--- config.mk ---
export PLATFORM = sky130hd
export DESIGN_NAME = nec_ir_decoder
export DESIGN_NICKNAME = d
export VERILOG_FILES = /design/src/rtl/nec_ir_decoder.sv
export SDC_FILE = /design/constraint.sdc
export NUM_CORES = 1
export LEC_CHECK = 0
export ABC_AREA = 1
export ABC_CLOCK_PERIOD_IN_PS = 2110
export BUFFER_PORTS_ARGS = -buffer_cell sky130_fd_sc_hd__buf_2
export CAP_MARGIN = 0
export CORE_ASPECT_RATIO = 1.75
export CORE_MARGIN = 2
export CORE_UTILIZATION = 39
export DETAILED_ROUTE_END_ITERATION = 7
export GPL_TIMING_DRIVEN = 1
export SYNTH_ARGS = -nofsm -noshare
export SYNTH_HDL_FRONTEND = slang
export SYNTH_SLANG_ARGS = --single-unit
--- constraint.sdc ---
create_clock -name clk_50 -period 2.11 [get_ports clk_50]
set_input_delay 0.211 -clock clk_50 [delete_from_list [all_inputs] [get_ports clk_50]]
set_output_delay 0.211 -clock clk_50 [all_outputs]
set_load 0.05 [all_outputs]
--- src/rtl/nec_ir_decoder.sv ---
// NEC infrared frame decoder: synchronizes the demodulator output, times each burst/space,
// validates the 32-bit frame and holds the command byte while repeat codes keep arriving.
module nec_ir_decoder #(
   parameter int unsigned TICK_DIV   = 500,
   parameter int unsigned HOLD_TICKS = 12000,
   parameter logic [7:0]  IDLE_CODE  = 8'h00,
   parameter bit          CHECK_ADDR = 1'b1
) (
   input  logic       clk_50,
   input  logic       reset_n,
   input  logic       ir_in,
   output logic [7:0] IR_button,
   output logic       code_valid,
   output logic       repeat_seen,
   output logic       frame_err
);
   localparam int PW = (TICK_DIV > 1) ? $clog2(TICK_DIV) : 1;
   localparam int HW = (HOLD_TICKS > 1) ? $clog2(HOLD_TICKS + 1) : 1;
   localparam logic [PW-1:0] PRE_LAST  = PW'(TICK_DIV - 1);
   localparam logic [HW-1:0] HOLD_LOAD = HW'(HOLD_TICKS);
   localparam logic [10:0]   TMR_MAX   = 11'd2047;

   typedef enum logic [2:0] {IDLE, LEAD_LOW, LEAD_HIGH, BIT_LOW, BIT_HIGH, STOP} state_t;

   logic          sync1_q, sync2_q, sync3_q, rise_q, fall_q;
   logic [PW-1:0] pre_q;
   logic [10:0]   tmr_q;
   state_t        state_q;
   logic          rpt_q;
   logic [5:0]    bitcnt_q;
   logic [31:0]   sr_q;
   logic [HW-1:0] hold_q;
   logic [7:0]    button_q;
   logic          valid_q, rseen_q, err_q;
   logic          tick, edge_seen, timeout, stop_ok, sum_ok, frame_ok, rpt_ok;

   function automatic logic in_rng(input logic [10:0] t, input logic [10:0] lo,
                                   input logic [10:0] hi);
      return (t >= lo) && (t <= hi);
   endfunction

   // Timer values beyond which the expected edge can no longer be valid.
   function automatic logic [10:0] limit_of(input state_t s);
      case (s)
         LEAD_LOW:  return 11'd1001;
         LEAD_HIGH: return 11'd501;
         BIT_HIGH:  return 11'd201;
         default:   return 11'd73;
      endcase
   endfunction

   assign tick      = (pre_q == PRE_LAST);
   assign edge_seen = rise_q | fall_q;
   assign timeout   = (state_q != IDLE) && !edge_seen && (tmr_q > limit_of(state_q));
   assign stop_ok   = (state_q == STOP) && rise_q && in_rng(tmr_q, 11'd40, 11'd72);
   assign sum_ok    = ((sr_q[23:16] ^ sr_q[31:24]) == 8'hFF) &&
                      (!CHECK_ADDR || ((sr_q[7:0] ^ sr_q[15:8]) == 8'hFF));
   assign frame_ok  = stop_ok && !rpt_q && sum_ok;
   assign rpt_ok    = stop_ok && rpt_q && (hold_q != '0);

   assign IR_button   = button_q;
   assign code_valid  = valid_q;
   assign repeat_seen = rseen_q;
   assign frame_err   = err_q;

   // Line idles high, so the synchronizer resets to 1 to avoid a phantom edge.
   always_ff @(posedge clk_50 or negedge reset_n) begin
      if (!reset_n) begin
         sync1_q <= 1'b1;
         sync2_q <= 1'b1;
         sync3_q <= 1'b1;
         rise_q  <= 1'b0;
         fall_q  <= 1'b0;
         pre_q   <= '0;
         tmr_q   <= '0;
      end else begin
         sync1_q <= ir_in;
         sync2_q <= sync1_q;
         sync3_q <= sync2_q;
         rise_q  <= sync2_q & ~sync3_q;
         fall_q  <= ~sync2_q & sync3_q;
         pre_q   <= tick ? '0 : pre_q + PW'(1);
         if (edge_seen)
            tmr_q <= '0;
         else if (tick && tmr_q != TMR_MAX)
            tmr_q <= tmr_q + 11'd1;
      end
   end

   always_ff @(posedge clk_50 or negedge reset_n) begin
      if (!reset_n) begin
         state_q  <= IDLE;
         rpt_q    <= 1'b0;
         bitcnt_q <= '0;
         sr_q     <= '0;
         hold_q   <= '0;
         button_q <= IDLE_CODE;
         valid_q  <= 1'b0;
         rseen_q  <= 1'b0;
         err_q    <= 1'b0;
      end else begin
         valid_q <= 1'b0;
         rseen_q <= 1'b0;
         err_q   <= 1'b0;
         if (timeout) begin
            state_q <= IDLE;
            err_q   <= 1'b1;
         end else begin
            case (state_q)
               IDLE:
                  if (fall_q) state_q <= LEAD_LOW;
               LEAD_LOW:
                  if (rise_q) begin
                     if (in_rng(tmr_q, 11'd800, 11'd1000)) state_q <= LEAD_HIGH;
                     else begin
                        state_q <= IDLE;
                        err_q   <= 1'b1;
                     end
                  end
               LEAD_HIGH:
                  if (fall_q) begin
                     if (in_rng(tmr_q, 11'd400, 11'd500)) begin
                        state_q  <= BIT_LOW;
                        bitcnt_q <= '0;
                        rpt_q    <= 1'b0;
                     end else if (in_rng(tmr_q, 11'd180, 11'd270)) begin
                        state_q <= STOP;
                        rpt_q   <= 1'b1;
                     end else begin
                        state_q <= IDLE;
                        err_q   <= 1'b1;
                     end
                  end
               BIT_LOW:
                  if (rise_q) begin
                     if (in_rng(tmr_q, 11'd40, 11'd72)) state_q <= BIT_HIGH;
                     else begin
                        state_q <= IDLE;
                        err_q   <= 1'b1;
                     end
                  end
               BIT_HIGH:
                  if (fall_q) begin
                     if (in_rng(tmr_q, 11'd40, 11'd72) || in_rng(tmr_q, 11'd140, 11'd200)) begin
                        sr_q     <= {in_rng(tmr_q, 11'd140, 11'd200), sr_q[31:1]};
                        bitcnt_q <= bitcnt_q + 6'd1;
                        state_q  <= (bitcnt_q == 6'd31) ? STOP : BIT_LOW;
                     end else begin
                        state_q <= IDLE;
                        err_q   <= 1'b1;
                     end
                  end
               STOP:
                  if (rise_q) begin
                     state_q <= IDLE;
                     if (!stop_ok || (!rpt_q && !sum_ok)) err_q <= 1'b1;
                  end
               default:
                  state_q <= IDLE;
            endcase
         end

         // A reload on completion takes priority over the hold countdown.
         if (frame_ok) begin
            hold_q   <= HOLD_LOAD;
            button_q <= sr_q[23:16];
            valid_q  <= 1'b1;
         end else if (rpt_ok) begin
            hold_q  <= HOLD_LOAD;
            rseen_q <= 1'b1;
         end else if (tick && hold_q != '0) begin
            hold_q <= hold_q - HW'(1);
            if (hold_q == HW'(1)) button_q <= IDLE_CODE;
         end
      end
   end
endmodule

* Word level (Yosys, flattened, before mapping) *
Cells that the tools add are included.

word-level totals
  register bits = 92
  input bits = 3
  output and inout bits = 11
  word-level logic and storage cells = 146

cells by class
  add/subtract/negate cells = 4
  order comparisons = 11
  equal/unequal tests = 22
  muxes and demuxes = 48
  bitwise gates (word level) = 8
  reductions and logical operators = 37

operators with widths
  operator                                                              count
  2-to-1 mux 14 bit                                                     3
  2-to-1 mux 3 bit                                                      12
  2-to-1 mux 8 bit                                                      4
  case mux 10 bit (3 select lines)                                      1
  2-to-1 mux 6 bit                                                      4
  greater-or-equal comparator 11 x 8 -> 1 bit (second input constant)   2
  less-or-equal comparator 11 x 9 -> 1 bit (second input constant)      2
  2-to-1 mux 11 bit                                                     2
  inequality test 3 bit (second input constant)                         6
  case mux 3 bit (6 select lines)                                       1
  logical AND 1 bit                                                     17
  2-to-1 mux 1 bit                                                      17
  equality test 8 bit (second input constant)                           2
  XOR 8 bit                                                             2
  equality test 14 x 1 -> 1 bit (second input constant)                 1
  nonzero test 14 bit                                                   1
  subtractor 14 x 1 -> 14 bit (second input constant)                   1
  case mux 6 bit (2 select lines)                                       1
  AND reduction 6 bit                                                   2
  adder 11 x 1 -> 11 bit (second input constant)                        1
  greater-or-equal comparator 11 x 10 -> 1 bit (second input constant)  1
  greater-or-equal comparator 11 x 6 -> 1 bit (second input constant)   1
  greater-or-equal comparator 11 x 9 -> 1 bit (second input constant)   1
  > comparator 11 bit                                                   1
  25 further kinds                                                      44

* Depth between registers and ports, before layout *
Gate-level depths: netlist (run 1).

  word-level depth = 10
  gate-level depth with buffers = 20
  mapped depth without buffers = 20

* Worst setup path before layout (run 1) *
OpenSTA, ideal clock, no wires.

  path type = register to register
  start point = reg state_q[1]
  end point = reg state_q[0]
  library setup time = 117 ps
  arrival time = 1830 ps
  required time = 1993 ps
  setup slack = 163 ps
  stages on the path, launching flop included = 19
  path buffers = 0
  clock period less this slack = 1947 ps
  path through = dfrtp_1 > nor2_1 > nand2_1 > nand2_1 > inv_1 > ha_1 > nand2_1 > a21oi_1 > nor2_1 > nand3_1 > nand2_1 > nand2_1 > nand2_1 > nand2_1 > nand2_1 > nand2_1 > nand2_1 > nand2_1 > nand2_1

between the ends
  longest elaborated chain between the ends = 6
  elaborated cells between the ends (all ways) = 20
  those cells by class = 1 x order compare; 11 x eq/ne; 3 x mux; 5 x reduce/logical

RTL lines
  element                                            RTL line  text
  from (decl)                                        28        state_t state_q;
  from (signal assigned)                             147       state_q <= (bitcnt_q == 6'd31) ? STOP : BIT_LOW;
  equality test 3 bit, or another cell as far along  44, 109
  case mux 10 bit (3 select lines)                   44        case (s)
  > comparator 11 bit                                54        assign timeout = (state_q != IDLE) && !edge_seen && (tmr_q > limit_of(state_q));
  logical AND 1 bit                                  54
  inequality test 3 bit (no source line)             n/a
  AND reduction 6 bit (no source line)               n/a

Several ways; a longest one is shown, not always the timed one.
A chain may end at the register's enable or synchronous reset.

* Worst setup path in the final report (run 1) *
  start point = reg tmr_q[0]
  end point = reg sr_q[8]

between the ends
  longest elaborated chain between the ends = 4
  elaborated cells between the ends (all ways) = 11
  those cells by class = 5 x order compare; 1 x bitwise; 5 x reduce/logical

RTL lines
  element                                                                    RTL line  text
  from (decl)                                                                27        logic [10:0] tmr_q;
  from (signal assigned)                                                     86        tmr_q <= tmr_q + 11'd1;
  greater-or-equal comparator 11 x 6 -> 1 bit, or another cell as far along  39        return (t >= lo) && (t <= hi);
  logical AND 1 bit, on equally long branches                                39, 54
  logical OR 1 bit / NOT 1 bit (equally long branches)                       n/a
  AND reduction 4 bit (no source line) (*)                                   n/a
  to (signal assigned)                                                       145       sr_q <= {in_rng(tmr_q, 11'd140, 11'd200), sr_q[31:1]};
  to (decl)                                                                  31        logic [31:0] sr_q;

Every way passes the cells marked *; elsewhere a longest branch is shown, timed or not.

==> impl_metrics.env, run 1 <==
export IMPL_status="finished, final reports clean"
export IMPL_finalPower_uw=3850
export IMPL_period_needed_ps=2050
export IMPL_slew_viol_final=0
export IMPL_ios=14
export IMPL_synthFlopType="dfrtp_1"
export IMPL_grt_overflow=0
export IMPL_ys_seq_area_frac=0.460
export IMPL_top_layer="met4"
export IMPL_grt_max_degree=64
export IMPL_synthTopCellsByArea="dfrtp_1, nand2_1, inv_1, mux2_2, nor2_1"
export IMPL_synth_nets=612
export IMPL_rsz0062_at_grt="true"
export IMPL_worst_setup_path_start_kind="flip-flop"
export IMPL_crit_family="simple AND/OR/NAND/NOR gates"
export IMPL_powerDensity_mw_per_mm2=627
export IMPL_crit_required_ps=2340
export IMPL_fin_skew_ps=10.4
export IMPL_dr_pass1_iters=4
export IMPL_critical_path_buf_inv_count=2
export IMPL_htree_levels=3
export IMPL_netlist_instances=596
export IMPL_cts_root_buf="clkbuf_16"
export IMPL_wl_met1_um=4400
export IMPL_synth_async_reset_ratio=1.00
export IMPL_rows=54
export IMPL_hpwlAfterDp_um=8100
export IMPL_ys_types=43
export IMPL_synth_top_area_share=0.444
export IMPL_syn_area_per_cell_um2=8.41
export IMPL_dr_wl_met2_um=6220
export IMPL_worstSetupPathType="flip-flop to flip-flop"
export IMPL_holdCritPathClass="input port to async pin"
export IMPL_yosysWarnings=0
export IMPL_setup_viol=0
export IMPL_cp_max_fo=7
export IMPL_clk_latency_ps=350
export IMPL_first_iter_violations=181
export IMPL_coreArea_mm2=0.0125
export IMPL_cts_num_sinks=92
export IMPL_ys_seq_elements=92
export IMPL_fmax_mhz=487
export IMPL_synth_top_area_cell="dfrtp_1"
export IMPL_dp_cells=792
export IMPL_synth_area_mm2=0.00501
export IMPL_cp_common_cell="nand2_2"
export IMPL_vias_per_cell=5.02
export IMPL_die_area_mm2=0.0138
export IMPL_die_h_um=154
export IMPL_slew_headroom=0.705
export IMPL_wl_met3_um=292
export IMPL_clock_path_buffers=2
export IMPL_clk_transition_reported_paths_ps=80
export IMPL_p_leak_uw=0.00311
export IMPL_drc_errors=0
export IMPL_ir_drop_v=0.000379
export IMPL_critPathArrivalTime_ps=2290
export IMPL_cpMaxStageDelayCell="dfrtp_1"
export IMPL_grt_antenna_before_repair=0
export IMPL_drive_gt1_frac=0.244
export IMPL_synth_edf_count=0
export IMPL_die_x_um=89.7
export IMPL_drv_cap=0
export IMPL_totalWireLength_um=11300
export IMPL_timing_final_crit_share=0.973
export IMPL_grt_use_total=0.165
export IMPL_critPathMaxStageDelay_ps=400
export IMPL_grt_pass1_vias=4152
export IMPL_start_util=0.401
export IMPL_ant_nets=0
export IMPL_path_cells="inv_2, ha_4, nand2_2, nand2_2, nand2_2, nand3_2, nand3_4, nand2_4, nand2_4, nor2_8, clkbuf_16, mux2_2"
export IMPL_hold_viol_final=0
export IMPL_finalWeightedCongestion=0.925
export IMPL_routedWlPerCell_um=13.7
export IMPL_final_core_utilization=0.491
export IMPL_endpoint_kind="flip-flop"
export IMPL_tightest_slew_ps=440
export IMPL_grt_pass1_wl_um=18200
export IMPL_cts_tree="built"
export IMPL_numCtsBuffers=9
export IMPL_layout_nets=671
export IMPL_areaGrowthSynthToFinish_pct=22.4
export IMPL_finalSetupTns_ps=0
export IMPL_io_buffers=13
export IMPL_diodes=0
export IMPL_final_cells=828
export IMPL_vias=4156
-- power by group --
group | internal, uW | leakage, uW | switching [uW] | total (uW)
Clock | 948 | 0.000154 | 754 | 1700
Sequential | 1780 | 0.00125 | 12.9 | 1800
Combinational | 123 | 0.00171 | 226 | 349
Total | 2850 | 0.00311 | 993 | 3850
-- worst reg2reg max path: stages (launching register included) --
cell	delay [ps]
dfrtp_1	400
inv_2	90
ha_4	140
nand2_2	60
nand2_2	80
nand2_2	70
nand3_2	80
nand3_4	80
nand2_4	100
nand2_4	70
nor2_8	250
clkbuf_16	200
mux2_2	330
-- state kept, by name, summed over array words and instances, names as in the netlist, 3 cells and up --
signal,count
IR_button,8
bitcnt_q,6
hold_q,14
pre_q,9
sr_q,32
state_q,3
tmr_q,11
-- timing repair --
action | in CTS | in global routing
endpoints found under the hold margin | 27 | 0
setup buffers | 0 | 13
hold buffers | 2 | 0
gates cloned | 0 | 5
resized for setup | 2 | 47
pin swaps | 0 | 9
endpoints found under the setup margin | 3 | 52
-- metrics by stage --
stage | worst slack [ps] | area (um2) | hold slack, ps
after floorplan | 163 | 5010 | -84.6
after global placement | 57.8 | 5430 | 167
after detailed placement | -56.4 | 5430 | 174
after CTS | 32.1 | 5770 | 362
after global routing | -34.7 | 6130 | 365
final | 56.8 | 6130 | 354
-- synthesized netlist by cell type (13+ instances only) --
library cell  instances
ha_1                 13
nor2_1               66
o21ai_0              22
nor3_1               17
a21oi_1              17
inv_1                75
nand2_1             120
mux2_2               24
xor2_1               15
nand3_1              49
dfrtp_1              89
nand4_1              14
-- layout by cell type (no fill, tap or decap), types with 3 or more instances in the layout --
master	count
a21oi_1	16
and2_1	4
buf_12	3
buf_2	12
buf_4	34
clkbuf_16	13
dfrtp_1	86
dfrtp_2	3
dfstp_2	3
ha_1	9
ha_4	3
inv_1	68
inv_2	13
inv_6	4
mux2_2	24
nand2_1	104
nand2_2	15
nand2_4	4
nand3_1	47
nand3b_1	3
nand4_1	14
nor2_1	62
nor2_2	6
nor2_4	4
nor3_1	16
nor3_2	3
o21a_1	6
o21ai_0	22
o21ai_1	5
o31ai_1	3
xnor2_1	4
xor2_1	15
-- layout make-up --
class / instances / area, um2
fillers: 1197 / 6370
multi-input cells: 415 / 2490
flip-flops and latches: 92 / 2310
repair buffers: 56 / 507
inverters: 81 / 304
clock buffers: 9 / 225
well taps: 168 / 210
clock inverters: 7 / 90.1
-- kinds of logic after synthesis --
family          after synthesis  synth area share
mux                          24            0.0539
buf+inv                      89            0.0754
xor+xnor                     19            0.0332
flops                        92             0.460
compound gates               63            0.0714
simple gates                296             0.273
fa+ha+maj                    13            0.0325
-- path summary, 6_finish.rpt --
kind / end / depth (start not counted) / slack (ps) / startpoint
worst max-delay path: sr_q[8]$_DFFE_PN0P_ / 12 / 60 / tmr_q[0]$_DFFE_PN0P_
worst min-delay path: rise_q$_DFF_PN0_ / 2 / 350 / reset_n
worst max register to register: sr_q[8]$_DFFE_PN0P_ / 12 / 60 / tmr_q[0]$_DFFE_PN0P_
worst min register to register: sync2_q$_DFF_PN1_ / 0 / 360 / sync1_q$_DFF_PN1_
max in group asynchronous: hold_q[13]$_DFFE_PN0P_ / 3 / 1100 / reset_n
min in group clk_50: sync2_q$_DFF_PN1_ / 0 / 360 / sync1_q$_DFF_PN1_
-- per-layer routing --
layer,vias to the layer above,global-route usage
met4,0,0.0775
met5,-,0
met2,84,0.298
met1,1975,0.177
met3,34,0.0306
li1,2063,-
Power figures use the tool's default switching activity.
==> run 2, diff against run 1 <==
--- a/config.mk
+++ b/config.mk
@@ -7,12 +7,12 @@
 export LEC_CHECK = 0
 export ABC_AREA = 1
 export ABC_CLOCK_PERIOD_IN_PS = 2110
-export BUFFER_PORTS_ARGS = -buffer_cell sky130_fd_sc_hd__buf_2
 export CAP_MARGIN = 0
 export CORE_ASPECT_RATIO = 1.75
 export CORE_MARGIN = 2
 export CORE_UTILIZATION = 39
 export DETAILED_ROUTE_END_ITERATION = 7
+export DONT_BUFFER_PORTS = 1
 export GPL_TIMING_DRIVEN = 1
 export SYNTH_ARGS = -nofsm -noshare
 export SYNTH_HDL_FRONTEND = slang
==> constraint.sdc (replaced) <==
create_clock -name clk_50 -period 2.11 [get_ports clk_50]
set_input_delay 0.1055 -clock clk_50 [delete_from_list [all_inputs] [get_ports clk_50]]
set_output_delay 0.1055 -clock clk_50 [all_outputs]
set_load 0.05 [all_outputs]
==> impl_metrics.env, run 2 (same netlist as run 1, synthesis figures left out) <==
export IMPL_status="complete, but fails checks"
export IMPL_violations="negative hold slack"
export IMPL_grt_max_degree=93
export IMPL_slew_viol_final=0
export IMPL_setup_ws_ps=64.7
export IMPL_place_area_mm2=0.00536
export IMPL_hpwlAfterDp_um=8250
export IMPL_totalWireLength_um=11200
export IMPL_worst_setup_path_start_kind="flip-flop"
export IMPL_io_buffers=0
export IMPL_holdCritPathClass="input port to async pin"
export IMPL_clock_path_buffers=2
export IMPL_fin_hold_ws_ps=-545
export IMPL_hold_viol_final=92
export IMPL_cpMaxStageDelayCell="dfrtp_1"
export IMPL_multi_input_area_mm2=0.00241
export IMPL_final_cells=807
export IMPL_critical_path_buf_inv_count=3
export IMPL_setup_viol=0
export IMPL_final_area_mm2=0.00585
export IMPL_critPathArrivalTime_ps=2290
export IMPL_start_util=0.401
export IMPL_die_h_um=154
export IMPL_areaGrowthSynthToFinish_pct=16.7
export IMPL_max_flop_register="sr_q"
export IMPL_drive_gt1_frac=0.197
export IMPL_ant_nets=0
export IMPL_cts_tree="built"
export IMPL_drv_cap=0
export IMPL_largest_reg_flops=32
export IMPL_fmax_mhz=489
export IMPL_dr_pass1_iters=4
export IMPL_finalWeightedCongestion=0.948
export IMPL_rsz0062_at_grt="true"
export IMPL_final_core_utilization=0.468
export IMPL_dp_cells=782
export IMPL_vias=4028
export IMPL_grt_pass1_wl_um=18400
export IMPL_grt_overflow=0
export IMPL_rows=54
export IMPL_cts_hold_buffers_added=1
export IMPL_diodes=0
export IMPL_numCtsBuffers=9
export IMPL_r2r_slack_ps=60
export IMPL_cts_root_buf="clkbuf_16"
export IMPL_vias_per_cell=4.99
export IMPL_worstSetupPathType="flip-flop to flip-flop"
export IMPL_fin_skew_ps=7.14
export IMPL_routedWlPerCell_um=13.9
export IMPL_cp_common_cell="nand2_1"
export IMPL_crit_required_ps=2350
export IMPL_cp_max_fo=7
export IMPL_mostFrequentLayoutCell="nand2_1"
export IMPL_layout_common_cells="nand2_1, dfrtp_1, inv_1"
export IMPL_htree_levels=3
export IMPL_place_ws_ps=-36.4
export IMPL_first_iter_violations=160
export IMPL_fill_cells=1222
export IMPL_ir_drop_v=0.000340
export IMPL_tightest_slew_ps=484
export IMPL_layout_nets=650
export IMPL_clk_transition_reported_paths_ps=70
export IMPL_die_area_mm2=0.0138
export IMPL_grt_pass1_vias=4169
export IMPL_timing_final_crit_share=0.969
export IMPL_finalSetupTns_ps=0
export IMPL_crit_family="simple AND/OR/NAND/NOR gates"
export IMPL_p_leak_uw=0.00298
export IMPL_grt_antenna_before_repair=0
export IMPL_grt_use_total=0.170
export IMPL_path_cells="inv_2, nand2_1, inv_1, nand2_2, nand2_1, inv_2, ha_4, nand2_2, a21oi_2, nor2_1, nand3_1, nand2_1, nand2_1, nand2_1, nand2_2, nand2_4, nand2_2, nand2_1, nand2_1, nand2_1"
export IMPL_drc_errors=0
export IMPL_period_needed_ps=2050
export IMPL_ios=14
export IMPL_die_x_um=89.7
export IMPL_coreArea_mm2=0.0125
export IMPL_reg_top3="sr_q x32, hold_q x14, tmr_q x11"
export IMPL_slew_headroom=0.677
export IMPL_cts_num_sinks=92
export IMPL_endpoint_kind="flip-flop"
export IMPL_critPathMaxStageDelay_ps=390
export IMPL_powerDensity_mw_per_mm2=632
export IMPL_seqCellArea_mm2=0.00231
export IMPL_clk_latency_ps=350
## run 2: changes by cell type in the layout (fill, tap and decap cells not counted), moves of 3 or more
cell,previous run,this run
ha_1,9,12
buf_2,12,0
nand2_1,104,111
nand2_2,15,10
buf_4,34,28
## run 2: final timing paths
path	from	depth (start not counted)	endpoint
worst max-delay path	state_q[0]$_DFFE_PN0P_	20	state_q[0]$_DFFE_PN0P_
worst min-delay path	reset_n	0	pre_q[3]$_DFF_PN0_
worst max register to register	state_q[0]$_DFFE_PN0P_	20	state_q[0]$_DFFE_PN0P_
worst min register to register	sync1_q$_DFF_PN1_	0	sync2_q$_DFF_PN1_
max in group asynchronous	reset_n	0	sync1_q$_DFF_PN1_
min in group clk_50	ir_in	1	sync1_q$_DFF_PN1_
## run 2: what timing repair did
item                                    in CTS  in global routing
gates resized for setup                      2                 29
endpoints found under the hold margin       93                 92
cloned                                       0                  3
setup buffers                                0                  5
endpoints found under the setup margin       2                 54
pin swaps                                    0                  8
## run 2: report_power, final
| group | switching, uW | internal [uW] | total [uW] | leakage (uW) |
|---|---|---|---|---|
| clock | 773 | 839 | 1610 | 0.000144 |
| combinational | 168 | 113 | 281 | 0.00158 |
| sequential | 22.9 | 1780 | 1800 | 0.00125 |
## run 2: through the flow
step | hold WS, ps | power, uW
floorplan | -190 | 1990
detailed placement | -185 | 2070
finish | -545 | 3700
global placement | -184 | 2070
CTS | -563 | 3710
global route | -568 | 3860
## run 2: final cells by class
| cell class | count | share of cell area |
|---|---|---|
| timing repair buffer | 35 | 0.0554 |
| clock inverter | 7 | 0.0124 |
| tap | 168 | 0.0359 |
| multi-input combinational | 415 | 0.411 |
| clock buffer | 9 | 0.0385 |
| inverter | 81 | 0.0520 |
| sequential | 92 | 0.394 |
## run 2: worst register-to-register path: stages (launching register included)
cell	delay [ps]
dfrtp_1	390
inv_2	80
nand2_1	60
inv_1	70
nand2_2	70
nand2_1	80
inv_2	50
ha_4	260
nand2_2	70
a21oi_2	120
nor2_1	50
nand3_1	70
nand2_1	60
nand2_1	70
nand2_1	60
nand2_2	80
nand2_4	80
nand2_2	70
nand2_1	60
nand2_1	60
nand2_1	50
## run 2: layer usage
layer | global-route usage | vias to the layer above | share of wire
li1 | - | 2017 | -
met1 | 0.170 | 1919 | 0.38
met2 | 0.314 | 64 | 0.55
met3 | 0.0327 | 28 | 0.027
met4 | 0.0874 | 0 | 0.035
met5 | 0 | - | 0
